### config.mk
export PLATFORM = sky130hd
export DESIGN_NAME = pixel_frame_tracker_flat
export DESIGN_NICKNAME = d
export VERILOG_FILES = /design/src/rtl/pixel_frame_tracker_pkg.sv /design/src/rtl/pixel_frame_tracker_if.sv /design/src/rtl/pixel_frame_tracker_channel_accum.sv /design/src/rtl/pixel_frame_tracker.sv /design/src/flat_wrapper.sv
export SDC_FILE = /design/constraint.sdc
export NUM_CORES = 1
export LEC_CHECK = 0
export ABC_CLOCK_PERIOD_IN_PS = 2830
export CAP_MARGIN = 30
export CORE_AREA = 4 4 160 162
export CTS_BUF_LIST = sky130_fd_sc_hd__clkbuf_4
export DETAILED_ROUTE_END_ITERATION = 12
export DIE_AREA = 0 0 164 166
export GPL_ROUTABILITY_DRIVEN = 0
export GPL_TIMING_DRIVEN = 1
export PLACE_DENSITY = 0.8
export SLEW_MARGIN = 20
export SYNTH_ARGS = -nofsm -noshare
export SYNTH_HDL_FRONTEND = slang
export SYNTH_SLANG_ARGS = --single-unit
### constraint.sdc
create_clock -name pixclk -period 2.83 [get_ports pixclk]
set_input_delay 0.566 -clock pixclk [delete_from_list [all_inputs] [get_ports pixclk]]
set_output_delay 0.566 -clock pixclk [all_outputs]
set_load 0.02 [all_outputs]
### src/rtl/pixel_frame_tracker_pkg.sv
// Shared types and sizing helpers for the pixel frame tracker.
// Holds the tracker FSM state encoding, the default raster geometry
// and the coordinate-width helper used to size x/y counters.
package pixel_frame_tracker_pkg;

    // Default raster geometry (1080p active area).
    localparam int img_width_bmp  = 1920;
    localparam int img_height_bmp = 1080;

    typedef enum logic [1:0] {
        IDLE   = 2'd0,
        ACTIVE = 2'd1,
        DONE   = 2'd2
    } tracker_state_t;

    // Width of a counter spanning 0..n-1; never narrower than one bit.
    function automatic int coord_w(input int n);
        return (n < 2) ? 1 : $clog2(n);
    endfunction

    localparam int x_w_default = coord_w(img_width_bmp);
    localparam int y_w_default = coord_w(img_height_bmp);

endpackage

### src/rtl/pixel_frame_tracker_if.sv
// Pixel stream tap: qualifier plus packed pixel (channel 0 in the MSBs).
// Ports: valid (pixel qualifier), pix_data (DATA_W packed pixel).
// master drives the stream, slave observes it.
interface pixel_frame_tracker_if #(
    parameter int DATA_W = 24
);
    logic              valid;
    logic [DATA_W-1:0] pix_data;

    modport master (output valid, output pix_data);
    modport slave  (input  valid, input  pix_data);
endinterface

### src/rtl/pixel_frame_tracker_channel_accum.sv
// Single-channel frame checksum: running sum modulo 2^SUM_W of accepted samples.
// Ports: pixclk/reset, add (accumulate din), clear (zero running sum),
// load (publish running sum including din to sum_o and restart from zero).
module pixel_channel_accum #(
    parameter int CH_W  = 8,
    parameter int SUM_W = 32
) (
    input  logic             pixclk,
    input  logic             reset,
    input  logic             add,
    input  logic             clear,
    input  logic             load,
    input  logic [CH_W-1:0]  din,
    output logic [SUM_W-1:0] sum_o
);

    logic [SUM_W-1:0] acc_q;
    logic [SUM_W-1:0] acc_inc;

    // Sum including the sample being accepted this cycle, so a load on
    // the final pixel publishes a complete frame total.
    always_comb begin
        acc_inc = acc_q;
        if (add) begin
            acc_inc = acc_q + SUM_W'(din);
        end
    end

    always_ff @(posedge pixclk) begin
        if (!reset) begin
            acc_q <= '0;
            sum_o <= '0;
        end else begin
            if (load) begin
                sum_o <= acc_inc;
            end
            // Clearing on load lets a back-to-back pixel open the next
            // frame's sum from zero.
            if (load || clear) begin
                acc_q <= '0;
            end else begin
                acc_q <= acc_inc;
            end
        end
    end

endmodule

### src/rtl/pixel_frame_tracker.sv
// Raster position tracker: registers the pixel tap, labels each accepted pixel
// with x/y, pulses line/frame done, counts frames and publishes per-channel sums.
// Ports: pixclk/reset, pix_in (valid + pix_data), restart; pix_valid_o/pix_data_o,
// x_coord/y_coord, line_done, frame_done, frame_cnt, sum_valid, frame_sum, done,
// err_overrun. One cycle input-to-output latency; no backpressure (pure monitor).
module pixel_frame_tracker
    import pixel_frame_tracker_pkg::*;
#(
    parameter  int IMG_W      = img_width_bmp,
    parameter  int IMG_H      = img_height_bmp,
    parameter  int NUM_CH     = 3,
    parameter  int CH_W       = 8,
    parameter  int SUM_W      = 32,
    parameter  int CONTINUOUS = 0,
    localparam int X_W        = coord_w(IMG_W),
    localparam int Y_W        = coord_w(IMG_H),
    localparam int PIX_W      = NUM_CH * CH_W
) (
    input  logic                    pixclk,
    input  logic                    reset,
    pixel_frame_tracker_if.slave    pix_in,
    input  logic                    restart,
    output logic                    pix_valid_o,
    output logic [PIX_W-1:0]        pix_data_o,
    output logic [X_W-1:0]          x_coord,
    output logic [Y_W-1:0]          y_coord,
    output logic                    line_done,
    output logic                    frame_done,
    output logic [15:0]             frame_cnt,
    output logic                    sum_valid,
    output logic [NUM_CH*SUM_W-1:0] frame_sum,
    output logic                    done,
    output logic                    err_overrun
);

    localparam logic [X_W-1:0] X_MAX = X_W'(IMG_W - 1);
    localparam logic [Y_W-1:0] Y_MAX = Y_W'(IMG_H - 1);

    tracker_state_t   state_q, state_d;

    logic             d_valid;
    logic [PIX_W-1:0] d_data;

    logic [X_W-1:0]   x_q, x_hold_q;
    logic [Y_W-1:0]   y_q, y_hold_q;

    logic             accept;
    logic             x_last;
    logic             y_last;
    logic             frame_end;
    logic             restart_ok;

    assign accept     = d_valid && (state_q != DONE);
    assign x_last     = (x_q == X_MAX);
    assign y_last     = (y_q == Y_MAX);
    assign frame_end  = accept && x_last && y_last;
    assign restart_ok = (CONTINUOUS == 0) && restart && (state_q == DONE);

    // ---------------- FSM ----------------
    always_ff @(posedge pixclk) begin
        if (!reset) begin
            state_q <= IDLE;
        end else begin
            state_q <= state_d;
        end
    end

    always_comb begin
        state_d = state_q;
        unique case (state_q)
            IDLE: begin
                if (accept) begin
                    state_d = ACTIVE;
                end
            end
            ACTIVE: begin
                if (frame_end && (CONTINUOUS == 0)) begin
                    state_d = DONE;
                end
            end
            DONE: begin
                if (restart_ok) begin
                    state_d = IDLE;
                end
            end
            default: state_d = IDLE;
        endcase
    end

    // ---------------- Input stage, counters, flags ----------------
    always_ff @(posedge pixclk) begin
        if (!reset) begin
            d_valid     <= 1'b0;
            d_data      <= '0;
            x_q         <= '0;
            y_q         <= '0;
            x_hold_q    <= '0;
            y_hold_q    <= '0;
            frame_cnt   <= '0;
            sum_valid   <= 1'b0;
            err_overrun <= 1'b0;
        end else begin
            d_valid   <= pix_in.valid;
            d_data    <= pix_in.pix_data;
            // frame_sum is registered on the final pixel, so its strobe
            // trails frame_done by one cycle.
            sum_valid <= frame_end;

            if (accept) begin
                x_hold_q <= x_q;
                y_hold_q <= y_q;
                if (x_last) begin
                    x_q <= '0;
                    y_q <= y_last ? '0 : y_q + 1'b1;
                end else begin
                    x_q <= x_q + 1'b1;
                end
            end

            if (frame_end) begin
                frame_cnt <= frame_cnt + 16'd1;
            end

            // Any pixel arriving while parked in DONE is dropped and flagged,
            // including one that coincides with restart.
            if ((state_q == DONE) && d_valid) begin
                err_overrun <= 1'b1;
            end
        end
    end

    // ---------------- Outputs ----------------
    // Coordinates show the live counters on an accepted pixel and otherwise
    // hold the last accepted position.
    assign pix_valid_o = accept;
    assign pix_data_o  = accept ? d_data : '0;
    assign x_coord     = accept ? x_q : x_hold_q;
    assign y_coord     = accept ? y_q : y_hold_q;
    assign line_done   = accept && x_last;
    assign frame_done  = frame_end;
    assign done        = (state_q == DONE);

    // ---------------- Per-channel checksums ----------------
    for (genvar c = 0; c < NUM_CH; c++) begin : g_ch
        pixel_channel_accum #(
            .CH_W  (CH_W),
            .SUM_W (SUM_W)
        ) u_accum (
            .pixclk (pixclk),
            .reset  (reset),
            .add    (accept),
            .clear  (restart_ok),
            .load   (frame_end),
            .din    (d_data[(NUM_CH-1-c)*CH_W +: CH_W]),
            .sum_o  (frame_sum[(NUM_CH-1-c)*SUM_W +: SUM_W])
        );
    end

endmodule
### src/flat_wrapper.sv
// flat-port wrapper written by rule: the top's interface ports become plain ports
module pixel_frame_tracker_flat import pixel_frame_tracker_pkg::*;
#(
    parameter  int IMG_W      = img_width_bmp,
    parameter  int IMG_H      = img_height_bmp,
    parameter  int NUM_CH     = 3,
    parameter  int CH_W       = 8,
    parameter  int SUM_W      = 32,
    parameter  int CONTINUOUS = 0,
    localparam int X_W        = coord_w(IMG_W),
    localparam int Y_W        = coord_w(IMG_H),
    localparam int PIX_W      = NUM_CH * CH_W
)
  (pixclk, reset, restart, pix_valid_o, pix_data_o, x_coord, y_coord, line_done, frame_done, frame_cnt, sum_valid, frame_sum, done, err_overrun, pix_in_valid, pix_in_pix_data);
  pixel_frame_tracker_if pix_in_i ();
  input  logic pixclk;
  input  logic reset;
  input  logic restart;
  output logic pix_valid_o;
  output logic [PIX_W-1:0] pix_data_o;
  output logic [X_W-1:0] x_coord;
  output logic [Y_W-1:0] y_coord;
  output logic line_done;
  output logic frame_done;
  output logic [15:0] frame_cnt;
  output logic sum_valid;
  output logic [NUM_CH*SUM_W-1:0] frame_sum;
  output logic done;
  output logic err_overrun;
  input wire logic [$bits(pix_in_i.valid)-1:0] pix_in_valid;
  input wire logic [$bits(pix_in_i.pix_data)-1:0] pix_in_pix_data;
  assign pix_in_i.valid = pix_in_valid;
  assign pix_in_i.pix_data = pix_in_pix_data;
  pixel_frame_tracker #(.IMG_W(IMG_W), .IMG_H(IMG_H), .NUM_CH(NUM_CH), .CH_W(CH_W), .SUM_W(SUM_W), .CONTINUOUS(CONTINUOUS)) u_core (.pixclk(pixclk), .reset(reset), .pix_in(pix_in_i), .restart(restart), .pix_valid_o(pix_valid_o), .pix_data_o(pix_data_o), .x_coord(x_coord), .y_coord(y_coord), .line_done(line_done), .frame_done(frame_done), .frame_cnt(frame_cnt), .sum_valid(sum_valid), .frame_sum(frame_sum), .done(done), .err_overrun(err_overrun));
endmodule
### Yosys cells after proc, flatten, opt, wreduce, memory -nomap -nowiden

Index checks and enable logic that the tools add are counted.

* output and inout port bits: 164
* logic and storage cells: 53
* bits of input ports: 28
* register bits: 281

* equal/unequal tests: 8
* $add $sub $neg: 6
* multiplexer cells: 12
* bitwise logic cells: 1
* reduce and logical (&&, ||, !) cells: 10

Operator list (count)
* 32-bit by 8-bit adder with 32-bit output: 3
* 32-bit two-way mux: 3
* 11-bit two-way mux: 4
* 24-bit two-way mux: 1
* 11-bit by 1-bit adder with 11-bit output (second input constant): 2
* 11-bit equality test (second input constant): 2
* 16-bit by 1-bit adder with 16-bit output (second input constant): 1
* 2-bit two-way mux: 3
* 2-bit one-hot mux with 3 select lines: 1
* 1-bit logical AND: 5
* 2-bit by 1-bit inequality test with 1-bit output (second input constant): 2
* 2-bit inequality test (second input constant): 2
* 3-bit AND reduction: 1
* 2-bit by 1-bit equality test with 1-bit output (second input constant): 1
* 2-bit equality test (second input constant): 1
* 2-bit zero test: 1
* 2-bit AND reduction: 1
* 2-bit OR reduction: 1
* 1-bit logical OR: 1
* 1-bit inverter: 1

### Depth between registers and ports, before layout

Gate-level depths: netlist of the first run.

* depth after elaboration: 6
* mapped depth: 12
* depth with buffers taken out: 9

### Hierarchy

From an unflattened synthesis of the first run, not the netlist that was laid out.

* cell total of the unflattened synthesis: 1395
* area total of the unflattened synthesis: 12273.0 sq um

Modules (own cells, without submodules)
* pixel_frame_tracker: times used 1, seq. area each 1781.7 sq um, cells an instance 432, area each 3627.2 sq um
* pixel_channel_accum (u_core.g_ch[0].u_accum): times used 1, seq. area each 1281.2 sq um, cells an instance 335, area each 2922.8 sq um
* pixel_channel_accum (u_core.g_ch[1].u_accum): times used 1, seq. area each 1281.2 sq um, cells an instance 314, area each 2862.7 sq um
* pixel_channel_accum (u_core.g_ch[2].u_accum): times used 1, seq. area each 1281.2 sq um, cells an instance 314, area each 2860.2 sq um

### Least setup slack after synthesis of the first run

No wires, ideal clock.

* path kind: reg-to-output
* start: register u_core.x_q[0]
* end: output frame_done
* slack: 0.090 ns
* path buffers: 4
* required time: 2.264 ns
* stages on the path, launching flop included: 10
* arrival time: 2.174 ns
* path through: dfxtp_1 ha_1 nand2_1 or4_1 buf_2 or3_4 buf_6 clkinv_2 buf_12 buf_2

* word-level cells in the longest chain between the ends: 3

RTL lines
* from (decl): RTL line pixel_frame_tracker.sv:44 `logic [X_W-1:0] x_q, x_hold_q;`
* from (signal assigned): RTL line pixel_frame_tracker.sv:116 `x_q <= x_q + 1'b1;`
* 11-bit equality test: RTL line pixel_frame_tracker.sv:54 `assign x_last = (x_q == X_MAX);`
* 1-bit logical AND (2 in a row): RTL line pixel_frame_tracker.sv:56 `assign frame_end = accept && x_last && y_last;`
* to (decl): RTL line flat_wrapper.sv:24 `output logic frame_done;`

Every way passes these cells.

### Worst setup path after layout of the first run

* start: register u_core.x_q[10]
* end: output frame_done

The elaborated chain is that of the path after synthesis.

==> flow_metrics.env, run 1 <==
export IMPL_power_density_nw_per_um2=509.9
export IMPL_drive_above_1_share=0.1239
export IMPL_ff2ff_setup_slack_ns=0.21
export IMPL_max_freq_ghz=0.3498
export IMPL_tns_ns=-0.02850
export IMPL_area_growth_pct=27.19
export IMPL_initial_utilization=0.4962
export IMPL_yosys_area_top_type="dfxtp_1"
export IMPL_setup_violations=1
export IMPL_wl_per_cell_um=16.66
export IMPL_drc=0
export IMPL_ys_seq_elements=281
export IMPL_fin_nets=1663
export IMPL_die_x_um=164
export IMPL_die_area_um2=27220
export IMPL_hold_start="u_core.g_ch[0].u_accum.sum_o[3]"
export IMPL_ios=192
export IMPL_cts_root_buf="clkbuf_4"
export IMPL_drv_cap=0
export IMPL_ys_types=68
export IMPL_cts_tree="yes"
export IMPL_detail_route_iter0_violations=768
export IMPL_drt_pass1_iterations=5
export IMPL_hold_viol_final=0
export IMPL_swShare=0.2381
export IMPL_netlist_top_cells_area="dfxtp_1 47%, nor2_1 5.5%, nand2_1 5.0%, xor2_1 4.5%, a21oi_1 4.4%"
export IMPL_htreeDepth=3
export IMPL_relSlewSlack=0.6089
export IMPL_place_hpwl_mm=22.60
export IMPL_antenna_left=0
export IMPL_clock_sinks=281
export IMPL_ir_drop_mv=0.2730
export IMPL_p_seq_frac=0.518
export IMPL_hold_buffers=0
export IMPL_avgSynthCellArea_um2=8.724
export IMPL_async_reset_ff_frac=0
export IMPL_comb_power_share=0.051
export IMPL_power_switching_w=0.001847
export IMPL_internal_power_w=0.005910
export IMPL_r2r_start="u_core.g_ch[1].u_accum.acc_q[0]"
export IMPL_grt_pass1_wl_mm=53.14
export IMPL_hp_class="reg -> reg"
export IMPL_cp_max_fo=2
export IMPL_r2r_cells=8
export IMPL_routed_wl_mm=32.86
export IMPL_startpoint_type="register"
export IMPL_io_buffers=191
export IMPL_cp_end_kind="output pin"
export IMPL_grt_max_degree=81
export IMPL_numCtsBuffers=74
export IMPL_status="complete, but fails checks"
export IMPL_cp_arrival_ns=2.29
export IMPL_cts_buffer_depth=3
export IMPL_hold_path_end="u_core.g_ch[0].u_accum.sum_o[3]"
export IMPL_num_fill_cells=2077
export IMPL_violations="negative setup slack"
export IMPL_syn_num_nets=1429
export IMPL_yosys_area_top_type_share=0.4703
export IMPL_vias=10650
export IMPL_fp_row_count=57
export IMPL_finalCritPeriodShare=1.010
export IMPL_critPathKind="reg -> out"
export IMPL_overflow=0
export IMPL_yosysWarnings=0
export IMPL_fin_ws_ns=-0.02850
export IMPL_hold_path_depth=2
export IMPL_period_needed_ns=2.859
export IMPL_rsz0062_at_grt="true"
export IMPL_regToRegEndpoint="u_core.g_ch[1].u_accum.sum_o[26]"
export IMPL_fp_dieH_um=166
export IMPL_syn_area_um2=11960
export IMPL_clk_pin_slew_ns=0.06
export IMPL_clkPwrFrac=0.431
export IMPL_first_global_vias=10510
export IMPL_seq_area_frac_synth=0.4703
export IMPL_maxSlewViolCount=0
export IMPL_core_area_um2=24110
export IMPL_synth_edf_count=0
export IMPL_cp_required_ns=2.26
export IMPL_routed_via_density=5.402
export IMPL_total_power_w=0.007757
export IMPL_fin_skew_ns=0.03484
export IMPL_clock_latency_ns=0.65
export IMPL_synthFlopType="dfxtp_1"
export IMPL_synthCells=1371
export IMPL_p_leak_nw=5.958
export IMPL_antenna_found_initial=1
export IMPL_worstMarginPinSlew_ns=0.5827
export IMPL_grt_total_usage=0.2362
-- cell usage in the layout (no fill, tap or decap), types with 4 or more instances in the layout --
master / synthesis / final
dfxtp_2: 0 / 9
o21bai_1: 6 / 6
nor3_1: 19 / 19
nand4_1: 52 / 52
buf_4: 3 / 36
nand2_1: 158 / 155
nor2_1: 176 / 176
clkinv_1: 0 / 5
nor2b_1: 6 / 6
nor4_1: 10 / 9
buf_12: 1 / 6
inv_1: 18 / 17
clkdlybuf4s50_1: 0 / 155
xnor2_1: 46 / 46
nand3_1: 38 / 37
dfxtp_1: 281 / 272
or3_1: 12 / 12
a211oi_1: 51 / 51
o211ai_1: 9 / 9
ha_1: 27 / 25
clkbuf_4: 0 / 111
a21oi_1: 104 / 104
mux2i_1: 4 / 4
a211oi_2: 5 / 5
a21o_1: 9 / 8
and3_1: 45 / 45
dlygate4sd2_1: 0 / 29
xor2_1: 62 / 62
and4_1: 5 / 5
nand2b_1: 5 / 4
o21ai_0: 56 / 56
and2_1: 38 / 38
-- cell type report --
cell class,instances,area (um2),share of cell area
tap,324,405.4,0.02665
clock inverter,7,26.28,0.001727
inverter,21,95.09,0.006251
timing repair buffer,235,2293,0.1508
sequential,281,5637,0.3705
multi-input combinational,992,5919,0.3891
clock buffer,111,833.3,0.05478
antenna,1,2.502,0.0001645
-- power by group through the flow --
stage / clock, W / combinational, W / sequential (W)
floorplan: 0 / 0.000249 / 0.00410
global placement: 0 / 0.000387 / 0.00411
finish: 0.00334 / 0.000396 / 0.00402
detailed placement: 0 / 0.000395 / 0.00411
global route: 0.00367 / 0.000435 / 0.00402
CTS: 0.00343 / 0.000396 / 0.00402
-- worst max-delay path, stage by stage (launching register included) --
cell	delay, ns
dfxtp_2	0.33
or2b_1	0.24
or4_4	0.52
or3_4	0.39
clkinv_8	0.08
buf_12	0.10
-- timing repair --
action | in CTS | in global routing
buffers inserted | 4 | 3
gates cloned | 0 | 0
resized for setup | 50 | 14
pin swaps | 4 | 2
setup endpoints to repair | 37 | 25
-- layer usage --
metal  global-route usage  wire length (um)
met2               0.3872             15570
met4              0.08315               694
met5                    0                 0
met1               0.3050             14360
met3              0.05535              2244
-- worst max path at each step --
stage          cells after the start                               end  slack [ns]                            start
6_report                           5                        frame_done       -0.03                   u_core.x_q[10]
5_1_grt                            5                        frame_done       -0.08                   u_core.x_q[10]
4_1_cts                            5                        frame_done       -0.05                   u_core.x_q[10]
3_5_place_dp                       8  u_core.g_ch[2].u_accum.sum_o[10]        0.20  u_core.g_ch[2].u_accum.acc_q[0]
3_3_place_gp                       8  u_core.g_ch[2].u_accum.sum_o[10]        0.27  u_core.g_ch[2].u_accum.acc_q[0]
2_1_floorplan                      9                        frame_done        0.09                    u_core.x_q[0]
-- flip-flops by register name (all words and copies together) (netlist names) --
signal                     flops
u_core.g_ch.u_accum.acc_q     96
u_core.sum_valid               1
u_core.d_valid                 1
u_core.frame_cnt              16
u_core.g_ch.u_accum.sum_o     96
u_core.d_data                 24
u_core.x_hold_q               11
u_core.y_hold_q               11
u_core.state_q                 2
u_core.err_overrun             1
u_core.x_q                    11
u_core.y_q                    11
-- synthesized netlist by cell type, types with 3 or more instances --
master / n
nor3_1: 19
and4_1: 5
nor2b_1: 6
nand2b_1: 5
mux2i_1: 4
a21oi_1: 104
nor2_1: 176
xnor2_1: 46
nand2_1: 158
nand4_1: 52
fa_1: 3
a211oi_1: 51
inv_1: 18
dfxtp_1: 281
o2111ai_1: 3
buf_2: 9
and2_1: 38
or2_2: 3
nor4_1: 10
or3_1: 12
o211ai_1: 9
xor2_1: 62
ha_1: 27
clkbuf_1: 53
nand3_1: 38
buf_4: 3
and3_1: 45
o21ai_0: 56
a211oi_2: 5
buf_6: 7
a21o_1: 9
o21bai_1: 6
nor3b_1: 3
-- logic make-up after synthesis --
logic type                 Yosys count  share of synthesized area
xor gates and xnor gates           108                    0.07909
and+or+nand+nor                    584                     0.2353
DFF                                281                     0.4703
adders and majority gates           30                    0.03327
muxes                                4                   0.003348
buffers and inverters               98                    0.04038
AOI/OAI and AO/OA                  266                     0.1383
-- per-stage QoR --
| step | cells | hold slack [ns] | cell area, um2 | util | setup slack (ns) |
|---|---|---|---|---|---|
| 2_1_floorplan | 1371 | 0.4362 | 11960 | - | 0.09012 |
| 4_1_cts | 1968 | 0.4269 | 15140 | 0.6282 | -0.04512 |
| 3_5_place_dp | 1846 | 0.4482 | 14230 | 0.5904 | 0.2028 |
| 3_3_place_gp | 1846 | 0.4389 | 14230 | 0.5904 | 0.2661 |
| 6_report | 1972 | 0.4545 | 15210 | 0.6311 | -0.02850 |
| 5_1_grt | 1972 | 0.4679 | 15210 | 0.6311 | -0.08156 |
(Power assumes the default switching activity.)
==> inputs of run 2 (changes only) <==
Settings changed: TNS_END_PERCENT from default to 1.
==> run 2 against run 1 <==
  * The run still ends with negative setup slack left
  * Die area unchanged
  * Clock power is essentially flat
  * Maximum frequency down 4.0%
  * Clock-buffer cell count unchanged
  * Setup slack worse by 0.12 ns
  * Combinational power hardly changed
  * Design area decreased by 0.17%
  * Total power is essentially flat
  * Critical path type unchanged
==> flow_metrics.env, run 2 (synthesis gave the netlist of run 1 again) <==
export IMPL_antenna_found_initial=2
export IMPL_grt_pass1_wl_mm=52.93
export IMPL_drt_pass1_iterations=5
export IMPL_status="complete, but fails checks"
export IMPL_reg_largest_list="u_core.g_ch.u_accum.acc_q (96), u_core.g_ch.u_accum.sum_o (96), u_core.d_data (24)"
export IMPL_ios=192
export IMPL_critPathKind="reg -> out"
export IMPL_fp_dieH_um=166
export IMPL_rsz0062_at_grt="true"
export IMPL_drc=0
export IMPL_clock_latency_ns=0.65
export IMPL_area_growth_pct=26.97
export IMPL_detail_route_iter0_violations=725
export IMPL_final_common_cell="dfxtp_1"
export IMPL_r2r_cells=8
export IMPL_period_needed_ns=2.976
export IMPL_core_area_um2=24110
export IMPL_routed_via_density=5.421
export IMPL_numCtsBuffers=74
export IMPL_wl_per_cell_um=16.68
export IMPL_drv_cap=0
export IMPL_final_cells=1970
export IMPL_violations="negative setup slack"
export IMPL_cp_max_fo=5
export IMPL_hold_buffers=0
export IMPL_place_hpwl_mm=22.60
export IMPL_cp_arrival_ns=2.41
export IMPL_cts_tree="yes"
export IMPL_cp_end_kind="output pin"
export IMPL_die_x_um=164
export IMPL_io_buffers=191
export IMPL_clk_pin_slew_ns=0.06
export IMPL_tns_ns=-0.1465
export IMPL_num_fill_cells=2089
export IMPL_p_leak_nw=5.974
export IMPL_die_area_um2=27220
export IMPL_htreeDepth=3
export IMPL_cp_required_ns=2.26
export IMPL_max_freq_ghz=0.3360
export IMPL_fin_skew_ns=0.03970
export IMPL_clock_sinks=281
export IMPL_hp_class="reg -> reg"
export IMPL_drive_above_1_share=0.1210
export IMPL_setup_violations=1
export IMPL_ir_drop_mv=0.2732
export IMPL_antenna_left=0
export IMPL_worstMarginPinSlew_ns=0.5787
export IMPL_maxSlewViolCount=0
export IMPL_relSlewSlack=0.6116
export IMPL_cts_root_buf="clkbuf_4"
export IMPL_grt_total_usage=0.2348
export IMPL_vias=10680
export IMPL_placed_cells=1846
export IMPL_routed_wl_mm=32.86
export IMPL_hold_path_depth=2
export IMPL_fin_nets=1661
export IMPL_whs_ns=0.4550
export IMPL_fin_ws_ns=-0.1465
export IMPL_overflow=0
export IMPL_cts_buffer_depth=3
export IMPL_grt_max_degree=81
export IMPL_power_density_nw_per_um2=510.7
export IMPL_finalCritPeriodShare=1.052
export IMPL_fp_row_count=57
export IMPL_initial_utilization=0.4962
export IMPL_hold_viol_final=0
export IMPL_final_cell_mix="275 x dfxtp_1, 176 x nor2_1, 155 x nand2_1"
export IMPL_first_global_vias=10500
export IMPL_startpoint_type="register"
==> run 2: critical path, stage by stage (launching register included) <==
cell      delay, ns
dfxtp_2        0.34
ha_2           0.19
nand2_2        0.10
or4_4          0.50
or3_4          0.43
clkinv_8       0.09
buf_12         0.10
==> run 2: metal layers <==
layer | track usage | share of wire | vias up
met4 | 0.08279 | 0.019 | 2
met2 | 0.3868 | 0.48 | 326
li1 | - | - | 5277
met5 | 0 | 0.00040 | -
met3 | 0.05585 | 0.066 | 53
met1 | 0.3009 | 0.44 | 5021
==> run 2: timing repair <==
action / in CTS / in global routing
setup endpoints to repair: 37 / 41
cloned: 0 / 0
resized for setup: 39 / 20
pin swaps: 1 / 2
endpoints found under the hold margin: 0 / 0
buffers inserted: 1 / 4
==> run 2: where the power goes <==
group	switching (W)	total, W	internal (W)
logic	0.000242	0.000397	0.000155
clock network	0.00157	0.00334	0.00176
registers	0.0000291	0.00402	0.00399
==> run 2: final timing paths <==
check,end,startpoint,slack [ns]
min,u_core.g_ch[0].u_accum.sum_o[3],u_core.g_ch[0].u_accum.sum_o[3],0.46
min reg2reg,u_core.g_ch[0].u_accum.sum_o[3],u_core.g_ch[0].u_accum.sum_o[3],0.46
max reg2reg,u_core.g_ch[2].u_accum.sum_o[10],u_core.g_ch[2].u_accum.acc_q[0],0.18
max,frame_done,u_core.x_q[0],-0.15
==> run 2: layout make-up <==
| type | instances | area, um2 | area share |
|---|---|---|---|
| Antenna cell | 1 | 2.502 | 0.0001648 |
| Clock buffer | 111 | 833.3 | 0.05487 |
| Clock inverter | 7 | 26.28 | 0.001730 |
| Inverter | 21 | 92.59 | 0.006097 |
| Multi-Input combinational cell | 992 | 5904 | 0.3888 |
| Sequential cell | 281 | 5633 | 0.3709 |
| Tap cell | 324 | 405.4 | 0.02670 |
| Timing Repair Buffer | 233 | 2288 | 0.1507 |
==> run 2: through the flow <==
stage                     total power [W]    util  area [um2]  setup WS [ns]
after floorplan                  0.004345       -       11960        0.09012
after global placement           0.004492  0.5904       14230         0.2661
after detailed placement         0.004503  0.5904       14230         0.2028
after CTS                        0.007847  0.6264       15100        -0.1877
after global routing             0.008124  0.6300       15190        -0.2001
final                            0.007756  0.6300       15190        -0.1465
==> inputs of run 3 (changes only) <==
Settings changed: GPL_ROUTABILITY_DRIVEN 0 to default.
==> results of run 3 <==
No change in the layout: final DEF, timing and power equal those of run 2.
